--- config.mk ---
export PLATFORM = sky130hd
export DESIGN_NAME = rr_mux_arbiter
export DESIGN_NICKNAME = d
export VERILOG_FILES = /design/src/rtl/rr_mux_arbiter.sv
export SDC_FILE = /design/constraint.sdc
export NUM_CORES = 1
export LEC_CHECK = 0
export BUFFER_PORTS_ARGS = -buffer_cell sky130_fd_sc_hd__buf_2
export CORE_MARGIN = 10
export CORE_UTILIZATION = 38
export DETAILED_ROUTE_END_ITERATION = 8
export PLACE_DENSITY = 0.71
export SYNTH_ARGS = -nofsm -noshare
export SYNTH_HDL_FRONTEND = slang
export SYNTH_SLANG_ARGS = --single-unit
--- constraint.sdc ---
create_clock -name clk -period 2.8 [get_ports clk]
set_input_delay 0.56 -clock clk [delete_from_list [all_inputs] [get_ports clk]]
set_output_delay 0.56 -clock clk [all_outputs]
set_load 0.02 [all_outputs]
--- src/rtl/rr_mux_arbiter.sv ---
// Round-robin arbitrating N:1 mux with valid/ready on each input and a single registered output stage.
// Optional packet lock (channel stays granted while lock_in is set) enabled by RR_MUX_ARBITER_LOCK_EN.
module rr_mux_arbiter #(
    parameter  int unsigned WIDTH = 8,
    parameter  int unsigned NCH   = 4,
    localparam int unsigned SELW  = $clog2(NCH)
) (
    input  logic                  clk,
    input  logic                  rst,
    input  logic [NCH*WIDTH-1:0]  data_in,
    input  logic [NCH-1:0]        valid_in,
    output logic [NCH-1:0]        ready_out,
    output logic [WIDTH-1:0]      data_out,
    output logic                  valid_out,
    output logic [SELW-1:0]       sel_out,
`ifdef RR_MUX_ARBITER_LOCK_EN
    input  logic                  lock_in,
`endif
    input  logic                  ready_in
);

    logic [SELW-1:0]  last_grant;
    logic             load_en;
    logic [NCH-1:0]   req;
    logic             grant_vld;
    logic [SELW-1:0]  grant_idx;
    logic [SELW-1:0]  scan_idx;
    logic [WIDTH-1:0] grant_data;

    // Output register can take a new word when empty or being drained this cycle
    always_comb load_en = !valid_out || ready_in;

`ifdef RR_MUX_ARBITER_LOCK_EN
    logic lock_q;

    // While locked only the previously granted channel may compete
    always_comb begin
        req = valid_in;
        if (lock_q) begin
            req = valid_in & (NCH'(1) << last_grant);
        end
    end

    always_ff @(posedge clk) begin
        if (rst) begin
            lock_q <= 1'b0;
        end else if (load_en && grant_vld) begin
            lock_q <= lock_in;
        end
    end
`else
    always_comb req = valid_in;
`endif

    // Scan from last_grant+1 with wrap; the last step revisits last_grant itself
    always_comb begin
        grant_vld = 1'b0;
        grant_idx = '0;
        scan_idx  = last_grant;
        for (int k = 0; k < NCH; k++) begin
            scan_idx = (scan_idx == SELW'(NCH - 1)) ? '0 : scan_idx + SELW'(1);
            if (!grant_vld && req[scan_idx]) begin
                grant_vld = 1'b1;
                grant_idx = scan_idx;
            end
        end
    end

    always_comb begin
        grant_data = '0;
        for (int i = 0; i < NCH; i++) begin
            if (grant_idx == SELW'(i)) begin
                grant_data = data_in[i*WIDTH +: WIDTH];
            end
        end
    end

    always_comb begin
        ready_out = '0;
        if (!rst && load_en && grant_vld) begin
            ready_out = NCH'(1) << grant_idx;
        end
    end

    // Output stage holds under backpressure; an empty load drops valid but keeps data/sel
    always_ff @(posedge clk) begin
        if (rst) begin
            valid_out  <= 1'b0;
            data_out   <= '0;
            sel_out    <= '0;
            last_grant <= SELW'(NCH - 1);
        end else if (load_en) begin
            if (grant_vld) begin
                data_out   <= grant_data;
                sel_out    <= grant_idx;
                valid_out  <= 1'b1;
                last_grant <= grant_idx;
            end else begin
                valid_out  <= 1'b0;
            end
        end
    end

endmodule

==> flow_metrics.tcl <==
set metrics [dict create \
    outcome "finished clean" \
    r2r_slack_ps 610 \
    comb_power_share_pct 57.5 \
    syn_area_per_cell_sq_um 8.80 \
    stdcell_count 189 \
    worst_slew_pin_slew_ps 612 \
    endpoint "ready_out[1]" \
    wirelength_mm 2.98 \
    worst_path_max_delay_cell "dfxtp_2" \
    synth_edf_count 0 \
    grt_max_degree 12 \
    dp_hpwl_mm 2.38 \
    cp.depth 8 \
    track_usage_pct 13.3 \
    fillers 197 \
    core_sq_um 2190 \
    clk_pin_slew_ps 90 \
    synth_top_cell_by_area "dfxtp_1" \
    cts_sinks 13 \
    cts_buffers 3 \
    synthFlopType "dfxtp_1" \
    hold_class "flip-flop to flip-flop" \
    slew_headroom_pct 59.0 \
    synth_area_sq_um 871 \
    synthDistinctLibCells 33 \
    die_w_microns 67.9 \
    drc 0 \
    portBuffers 53 \
    grt_pass1_wl_mm 4.71 \
    netlist_top_cells_area "dfxtp_1 (30%), mux2i_1 (20%), o221ai_1 (8.0%)" \
    gp_congestion 0.768 \
    cts_tree "yes" \
    finalHoldViolations 0 \
    initial_core_util_pct 39.7 \
    swShare_pct 40.9 \
    vias_per_cell 5.23 \
    timing.critical_path.buf_inv 1 \
    synth_warnings 0 \
    final_util_pct 59.6 \
    grt_pass1_vias 1073 \
    finalSetupViolCount 0 \
    leakage_uw 0.000632 \
    fin_nets 202 \
    root_buffer "clkbuf_4" \
    worst_setup_path_start_kind "flip-flop" \
    drive_above_1_share_pct 50.3 \
    cp-startpoint "last_grant[0]" \
    ys_seq_elements 13 \
    whs_ps 472 \
    p_sw_uw 359 \
    rr_endpoint "data_out[4]" \
    max-vdd-ir-drop_mv 0.357 \
    wl_per_cell_microns 15.7 \
    seq_power_share_pct 29.0 \
    htree_levels 1 \
    required_ps 2240 \
    vias 989 \
    clkPwrFrac_pct 13.5 \
    n_antenna_cell 0 \
    grt.overflow.total 0 \
    cp_max_fo 5 \
    post-route-period-util_pct 97.8 \
    synth_fp_nets 139 \
    criticalPathCategory "flip-flop to primary output" \
    worstReg2RegStart "last_grant[0]" \
    finalMaxSlewViolations 0 \
    antenna_found_initial 0 \
    io_pins 54 \
    rsz0062_at_grt "true" \
    async_flop_share_pct 0 \
    total_power_uw 878 \
    powerDensity_nw_per_um2 672 \
    num_rows 17 \
    ys_top_cells_by_count "mux2i_1 (17), nor2_1 (14), dfxtp_1 (13)" \
    clock_latency_ps 280 \
    cp.arrival_ps 2180 \
    path_cells "ha_4 -> mux2_4 -> o21ai_2 -> a21oi_2 -> a211oi_4 -> nand2_2 -> nor2_1 -> buf_4" \
    crit_family "compound AO/OA/AOI/OAI gates" \
    maxCapViolCount 0 \
    area_growth_syn_to_layout_pct 50.0 \
    whs_path_depth 2 \
    yosysMostFrequentCell "mux2i_1" \
    fmax_mhz 365 \
    die_h_microns 67.9 \
    period_needed_ps 2740 \
    cpPeakStageDelay_ps 350 \
    dieArea_sq_um 4610 \
    synth_top_cell_area_share_pct 29.9 \
    cts_max_path_buffers 2 \
    finClkSkew_ps 2.06 \
    drtIter0Drc 36 \
    synth-seq-area-share_pct 29.9 \
    ctsHoldBuffers 0 \
    dp_cells 181 \
    r2r_cells 9 \
    cp-end-kind "primary output" \
    intPower_uw 519 \
    ant_nets 0 \
    postSynthCellCount 99 \
    drtPass1Iterations 4 \
]
-- flip-flops by register name (all words and copies together) (netlist names) --
| register | flops |
|---|---|
| last_grant | 2 |
| sel_out | 2 |
| data_out | 8 |
| valid_out | 1 |
-- worst min-delay path by stage --
stage / from / end / slack [ps]
after CTS: sel_out[0] / sel_out[0] / 470
after floorplan: last_grant[1] / last_grant[1] / 470
after global routing: sel_out[0] / sel_out[0] / 510
final: sel_out[0] / sel_out[0] / 470
after detailed placement: data_out[0] / data_out[0] / 460
after global placement: data_out[6] / data_out[6] / 440
-- cell families after synthesis --
kind of cell | after synthesis | share of synthesized area, %
mux | 19 | 23.4
compound gates | 22 | 20.3
buf+inv | 5 | 3.74
fa+ha+maj | 1 | 1.44
simple gates | 39 | 21.3
flops | 13 | 29.9
-- tightest hold or removal path, cell delays in order (launching register included) --
cell     delay (ps)
dfxtp_1         320
nand2_1          50
a21oi_1          60
-- power groups by stage --
stage | Sequential (uW) | Combinational [uW] | Clock (uW)
floorplan | 301 | 259 | 0
global placement | 251 | 426 | 0
detailed placement | 253 | 436 | 0
CTS | 253 | 461 | 125
global route | 260 | 542 | 141
finish | 254 | 505 | 119
-- per-layer routing --
layer / track usage, % / vias to the layer above / wire length (microns)
met5: 0 / - / 0
met4: 6.03 / 0 / 32
met3: 7.01 / 4 / 212
met2: 22.3 / 38 / 1530
met1: 13.7 / 457 / 1200
li1: - / 490 / -
-- timing repair --
action | in CTS | in global routing
buffers inserted | 0 | 4
setup endpoints to repair | 4 | 4
resized for setup | 5 | 15
pin swaps | 0 | 4
-- cell usage in the layout, fill, tap and decap left out, types with 2 or more instances in the layout --
cell type | Yosys | final
clkbuf_4 | 0 | 3
buf_2 | 2 | 49
buf_6 | 1 | 2
o221ai_1 | 8 | 8
dfxtp_2 | 0 | 2
mux2i_1 | 17 | 17
a21oi_1 | 3 | 2
nand2b_1 | 3 | 2
nand2_1 | 11 | 11
nor2_1 | 14 | 12
buf_4 | 1 | 11
nor2b_1 | 3 | 3
dfxtp_1 | 13 | 11
nor2_2 | 1 | 2
-- per-stage QoR --
step                      TNS [ps]  setup slack, ps  instance area [sq um]
after global routing         -50.7            -31.4                   1310
after CTS                        0             39.1                   1230
final                            0             61.8                   1310
after detailed placement         0             71.4                   1180
after floorplan                  0              227                    871
after global placement           0              157                   1180
-- final cells by class --
| type | instances | area [sq um] | share of cell area, % |
|---|---|---|---|
| clock buffer | 3 | 22.5 | 1.72 |
| clock inverter | 1 | 5.00 | 0.383 |
| tap | 28 | 35.0 | 2.68 |
| inverter | 1 | 3.75 | 0.287 |
| sequential | 13 | 263 | 20.1 |
| timing repair buffer | 62 | 350 | 26.8 |
| multi-input combinational | 81 | 627 | 48.0 |
Power figures use the tool's default switching activity.
